===== config.mk =====
export PLATFORM = sky130hd
export DESIGN_NAME = park_system_multi
export DESIGN_NICKNAME = d
export VERILOG_FILES = /design/src/rtl/park_system_multi.sv
export SDC_FILE = /design/constraint.sdc
export NUM_CORES = 1
export LEC_CHECK = 0
export ABC_AREA = 1
export CORE_MARGIN = 2
export CORE_UTILIZATION = 45
export CTS_BUF_LIST = sky130_fd_sc_hd__clkbuf_16
export DETAILED_ROUTE_END_ITERATION = 8
export GPL_TIMING_DRIVEN = 0
export HOLD_SLACK_MARGIN = 0.15
export PLACE_DENSITY_LB_ADDON = 0.15
export REMOVE_ABC_BUFFERS = 1
export SYNTH_ARGS = -nofsm -noshare
export SYNTH_HDL_FRONTEND = slang
export SYNTH_SLANG_ARGS = --single-unit

===== constraint.sdc =====
create_clock -name clk -period 5.2 [get_ports clk]
set_input_delay 1.3 -clock clk [delete_from_list [all_inputs] [get_ports clk]]
set_output_delay 1.3 -clock clk [all_outputs]
set_load 0.01 [all_outputs]

===== src/rtl/park_system_multi.sv =====
// Multi-floor parking controller: per-floor occupancy, lowest-free-floor
// assignment, and a grant/open/clear entry gate sequence.
module park_system_multi #(
  parameter int N_FLOORS         = 3,
  parameter int SPOTS_PER_FLOOR  = 4,
  parameter int GATE_OPEN_CYCLES = 4,
  localparam int FW = (N_FLOORS > 1) ? $clog2(N_FLOORS) : 1,
  localparam int SW = $clog2(SPOTS_PER_FLOOR + 1),
  localparam int CW = $clog2(N_FLOORS * SPOTS_PER_FLOOR + 1)
) (
  input  logic                   clk,
  input  logic                   rst,
  input  logic                   car_in,
  input  logic                   car_out,
  input  logic [FW-1:0]          out_floor,
  output logic                   entry_grant,
  output logic [FW-1:0]          entry_floor,
  output logic                   gate_open,
  output logic                   entry_denied,
  output logic [N_FLOORS*SW-1:0] floor_free,
  output logic [CW-1:0]          free_spot,
  output logic                   parking_full,
  output logic                   err_exit
);

  localparam int GCW = $clog2(GATE_OPEN_CYCLES + 1);

  typedef enum logic [1:0] {S_IDLE, S_GRANT, S_OPEN, S_CLEAR} state_t;

  state_t               r_state;
  state_t               w_state_nxt;
  logic [GCW-1:0]       r_gcnt;
  logic [SW-1:0]        r_occ [N_FLOORS];
  logic                 r_err_exit;
  logic [FW-1:0]        r_entry_floor;

  logic [N_FLOORS-1:0]    w_inc;
  logic [N_FLOORS-1:0]    w_dec;
  logic [FW-1:0]          w_sel_floor;
  logic                   w_take;
  logic                   w_exit_bad;
  logic                   w_full;
  logic [CW-1:0]          w_free_total;
  logic [N_FLOORS*SW-1:0] w_floor_free;

  // Free counts and lowest non-full floor, all from registered occupancy
  always_comb begin
    w_floor_free = '0;
    w_free_total = '0;
    w_sel_floor  = '0;
    for (int k = N_FLOORS - 1; k >= 0; k--) begin
      w_floor_free[k*SW +: SW] = SW'(SPOTS_PER_FLOOR) - r_occ[k];
      w_free_total = w_free_total + CW'(w_floor_free[k*SW +: SW]);
      if (r_occ[k] != SW'(SPOTS_PER_FLOOR)) w_sel_floor = FW'(k);
    end
    w_full = (w_free_total == '0);
  end

  always_comb begin
    w_state_nxt = r_state;
    w_take      = 1'b0;
    case (r_state)
      S_IDLE: begin
        if (car_in && !w_full) begin
          w_take      = 1'b1;
          w_state_nxt = S_GRANT;
        end
      end
      S_GRANT: w_state_nxt = (GATE_OPEN_CYCLES > 1) ? S_OPEN : S_CLEAR;
      // The GRANT cycle already counts as one open cycle
      S_OPEN:  if (int'(r_gcnt) + 2 >= GATE_OPEN_CYCLES) w_state_nxt = S_CLEAR;
      S_CLEAR: if (!car_in) w_state_nxt = S_IDLE;
      default: w_state_nxt = S_IDLE;
    endcase
  end

  // Exit matching by comparison avoids indexing occupancy with an out-of-range floor
  always_comb begin
    w_inc = '0;
    w_dec = '0;
    for (int k = 0; k < N_FLOORS; k++) begin
      if (w_take && w_sel_floor == FW'(k)) w_inc[k] = 1'b1;
      if (car_out && out_floor == FW'(k) && r_occ[k] != '0) w_dec[k] = 1'b1;
    end
    w_exit_bad = car_out && (w_dec == '0);
  end

  always_ff @(posedge clk) begin
    if (rst) begin
      r_state       <= S_IDLE;
      r_gcnt        <= '0;
      r_err_exit    <= 1'b0;
      r_entry_floor <= '0;
      for (int k = 0; k < N_FLOORS; k++) r_occ[k] <= '0;
    end else begin
      r_state    <= w_state_nxt;
      r_gcnt     <= (r_state == S_OPEN) ? r_gcnt + 1'b1 : '0;
      r_err_exit <= w_exit_bad;
      if (w_take) r_entry_floor <= w_sel_floor;
      for (int k = 0; k < N_FLOORS; k++) begin
        if (w_inc[k] && !w_dec[k])      r_occ[k] <= r_occ[k] + 1'b1;
        else if (w_dec[k] && !w_inc[k]) r_occ[k] <= r_occ[k] - 1'b1;
      end
    end
  end

  assign entry_grant  = (r_state == S_GRANT);
  assign gate_open    = (r_state == S_GRANT) || (r_state == S_OPEN);
  assign entry_denied = (r_state == S_IDLE) && car_in && w_full;
  assign entry_floor  = r_entry_floor;
  assign floor_free   = w_floor_free;
  assign free_spot    = w_free_total;
  assign parking_full = w_full;
  assign err_exit     = r_err_exit;

endmodule


==> flow_summary.ini <==
[timing]
rsz0062_at_grt = no
tightest_slew_ns = 0.2731
fin_hold_ws_ns = 0.4274
maxSlewHeadroom = 0.8174
setup_slack_ns = 0.4435
timing.final.crit_share = 0.9147
slew_viol_final = 0
setup_violations = 0
timing.setup.tns_ns = 0
finalHoldViolCount = 0
period_minus_slack_ns = 4.757
fmax_mhz = 210.2
clock-skew-final_ns = 0.002344

[grt]
grt_use_total = 0.1575
grt_pass1_vias = 1014
grt_pass1_wl_mm = 4.381
antenna_found_initial = 0
globalRoute.totalOverflow = 0
grt_max_degree = 12

[floorplan]
core-area_sq_um = 3078
fp.dieArea_sq_um = 3743
initial_core_util = 0.4780
io_pins = 26
die_x_um = 61.18
row_count = 20
die_y_um = 61.18

[cells_and_area]
fin_area_sq_um = 1826
layout.nets = 223
n_antenna_cell = 0
finish.utilization = 0.5931
fin_cells = 237
seqCellArea_sq_um = 430.4
fill_cells = 304
multi_input_area_sq_um = 857.1
drive_above_1_share = 0.1813
syn2layout_area_growth_pct = 24.06

[setup_path]
worstPathRequired_ns = 3.90
crit_start = r_occ[1][0]$_SDFFCE_PP0P_
rrSetupSlack_ns = 1.34
worstReg2RegEnd = r_occ[1][2]$_SDFFCE_PP0P_
endpoint = entry_denied
r2r-start = r_occ[1][0]$_SDFFCE_PP0P_
reg2regPathDepth = 19
arrival_ns = 3.46
path_class = flip-flop to primary output
startpoint_type = flip-flop
crit_path_end_kind = primary output
worstPathMaxFanout = 10

[synth]
yosys-top-cells-count = inv_1 (34), nand2_1 (21), ha_1 (17), nor2_1 (12), nor2_2 (11)
synth_ff_type = edfxtp_1
yosys_warnings = 0
synth_cell_types = 30
async_flop_share = 0
synth_area_sq_um = 1471
yosysSeqAreaShare = 0.2925
avgSynthCellArea_sq_um = 8.758
synth-edff-count = 9
yosys-top-cells-area = edfxtp_1 (18%), ha_1 (14%), dfxtp_1 (11%)
synth_top_cell_by_area = edfxtp_1
synth_most_common_cell = inv_1
synth_top_area_frac = 0.1837
synth-seq-cells = 17
synthCells = 168

[placement]
place_inst = 233
gp_congestion = 0.7968
place.port_buffers = 25
dp_hpwl_mm = 2.280
place_ws_ns = 0.6691
placed_area_sq_um = 1747

[drt]
drc = 0
ant_nets = 0
first_pass_iters = 4
routed_via_density = 4.608
finalWirelength_mm = 2.644
drt_iter0_markers = 35
num_vias = 1092
wl_per_cell_um = 11.16

[run]
maxCapViolations = 0

[power]
power_leakage_nw = 0.8671
p_int_uw = 615.0
irDropWorstVdd_mv = 0.2187
clkPwrFrac = 0.139
combPwrFrac = 0.677
total_power_mw = 1.081
power.density_nw_per_um2 = 592.0
p_switching_uw = 465.7
power_frac_seq = 0.184
p_sw_frac = 0.4309

[clock_tree]
cts_max_path_buffers = 2
clk_latency_ns = 0.24
cts.sinks = 17
cts_hold_buf = 0
htreeDepth = 1
root_buffer = clkbuf_16
cts_setup_buffers = 0
clk_pin_slew_ns = 0.05
cts_tree = done
ctsResizeCount = 0
numCtsBuffers = 3

[worst_hold_path]
worstHoldPathType = flip-flop to flip-flop

[outcome]
status = completed
-- how the worst min path moves through the flow --
stage          depth (start not counted)  slack (ns)            startpoint              endpoint
2_1_floorplan                          1        0.40  r_gcnt[0]$_SDFF_PP0_  r_gcnt[0]$_SDFF_PP0_
3_3_place_gp                           1        0.41  r_gcnt[0]$_SDFF_PP0_  r_gcnt[0]$_SDFF_PP0_
3_5_place_dp                           1        0.42  r_gcnt[0]$_SDFF_PP0_  r_gcnt[0]$_SDFF_PP0_
4_1_cts                                1        0.43  r_gcnt[0]$_SDFF_PP0_  r_gcnt[0]$_SDFF_PP0_
5_1_grt                                1        0.45  r_gcnt[0]$_SDFF_PP0_  r_gcnt[0]$_SDFF_PP0_
6_report                               1        0.43  r_gcnt[0]$_SDFF_PP0_  r_gcnt[0]$_SDFF_PP0_
-- worst max-delay path, cell delays in order, from the launching register on --
cell and delay [ns]:
edfxtp_1 0.46, inv_1 0.12, ha_1 0.24, ha_1 0.32
fa_1 0.51, inv_1 0.05, fa_1 0.48, inv_1 0.06
nand2_1 0.08, nor2_4 0.14, nand2_8 0.10, nor2_1 0.09
clkdlybuf4s50_1 0.53
-- power by group through the flow --
stage / registers, mW / clock network, mW / logic, mW
2_1_floorplan: 0.199 / 0 / 0.477
3_3_place_gp: 0.200 / 0 / 0.730
3_5_place_dp: 0.201 / 0 / 0.741
4_1_cts: 0.199 / 0.153 / 0.746
5_1_grt: 0.203 / 0.159 / 0.818
6_report: 0.199 / 0.150 / 0.732
-- kinds of logic (layout without fill, tap and decap cells) --
group                      count (synthesis)  in the layout  share of synthesized area
and+or+nand+nor                           71             71                     0.2917
buffers and inverters                     43             68                     0.1250
adders and majority gates                 23             23                     0.2262
DFF                                       17             17                     0.2925
AOI/OAI and AO/OA                          8              8                    0.02891
xor gates and xnor gates                   6              6                    0.03571
-- cell usage in the layout (no fill, tap or decap), types with 4 or more instances in the layout --
cell type | synthesis | routed
nand3_1 | 5 | 5
dfxtp_1 | 8 | 8
edfxtp_1 | 9 | 9
xor2_1 | 5 | 5
inv_1 | 34 | 35
a21oi_1 | 4 | 4
nand2_2 | 5 | 5
fa_1 | 6 | 6
ha_1 | 17 | 17
clkdlybuf4s50_1 | 0 | 25
nor2_1 | 12 | 12
nor2_2 | 11 | 11
nand2_1 | 21 | 21
-- layer usage --
metal,up-vias,global-route usage,share of wire
met2,11,0.2675,0.52
li1,566,-,-
met5,-,0,0
met4,0,0.05280,0.0091
met1,511,0.2010,0.45
met3,4,0.02941,0.019
-- state kept, by name, summed over array words and instances, names as in the netlist --
name,cells
r_gcnt,3
err_exit,1
r_occ,9
r_state,2
entry_floor,2
-- final cells by class --
cell class,instances,share of cell area
multi-input combinational,108,0.4695
clock buffer,3,0.04112
sequential,17,0.2358
timing repair buffer,25,0.1371
clock inverter,1,0.002056
tap,44,0.03016
inverter,39,0.08430
Note: power is estimated with default switching activity, not from simulation.
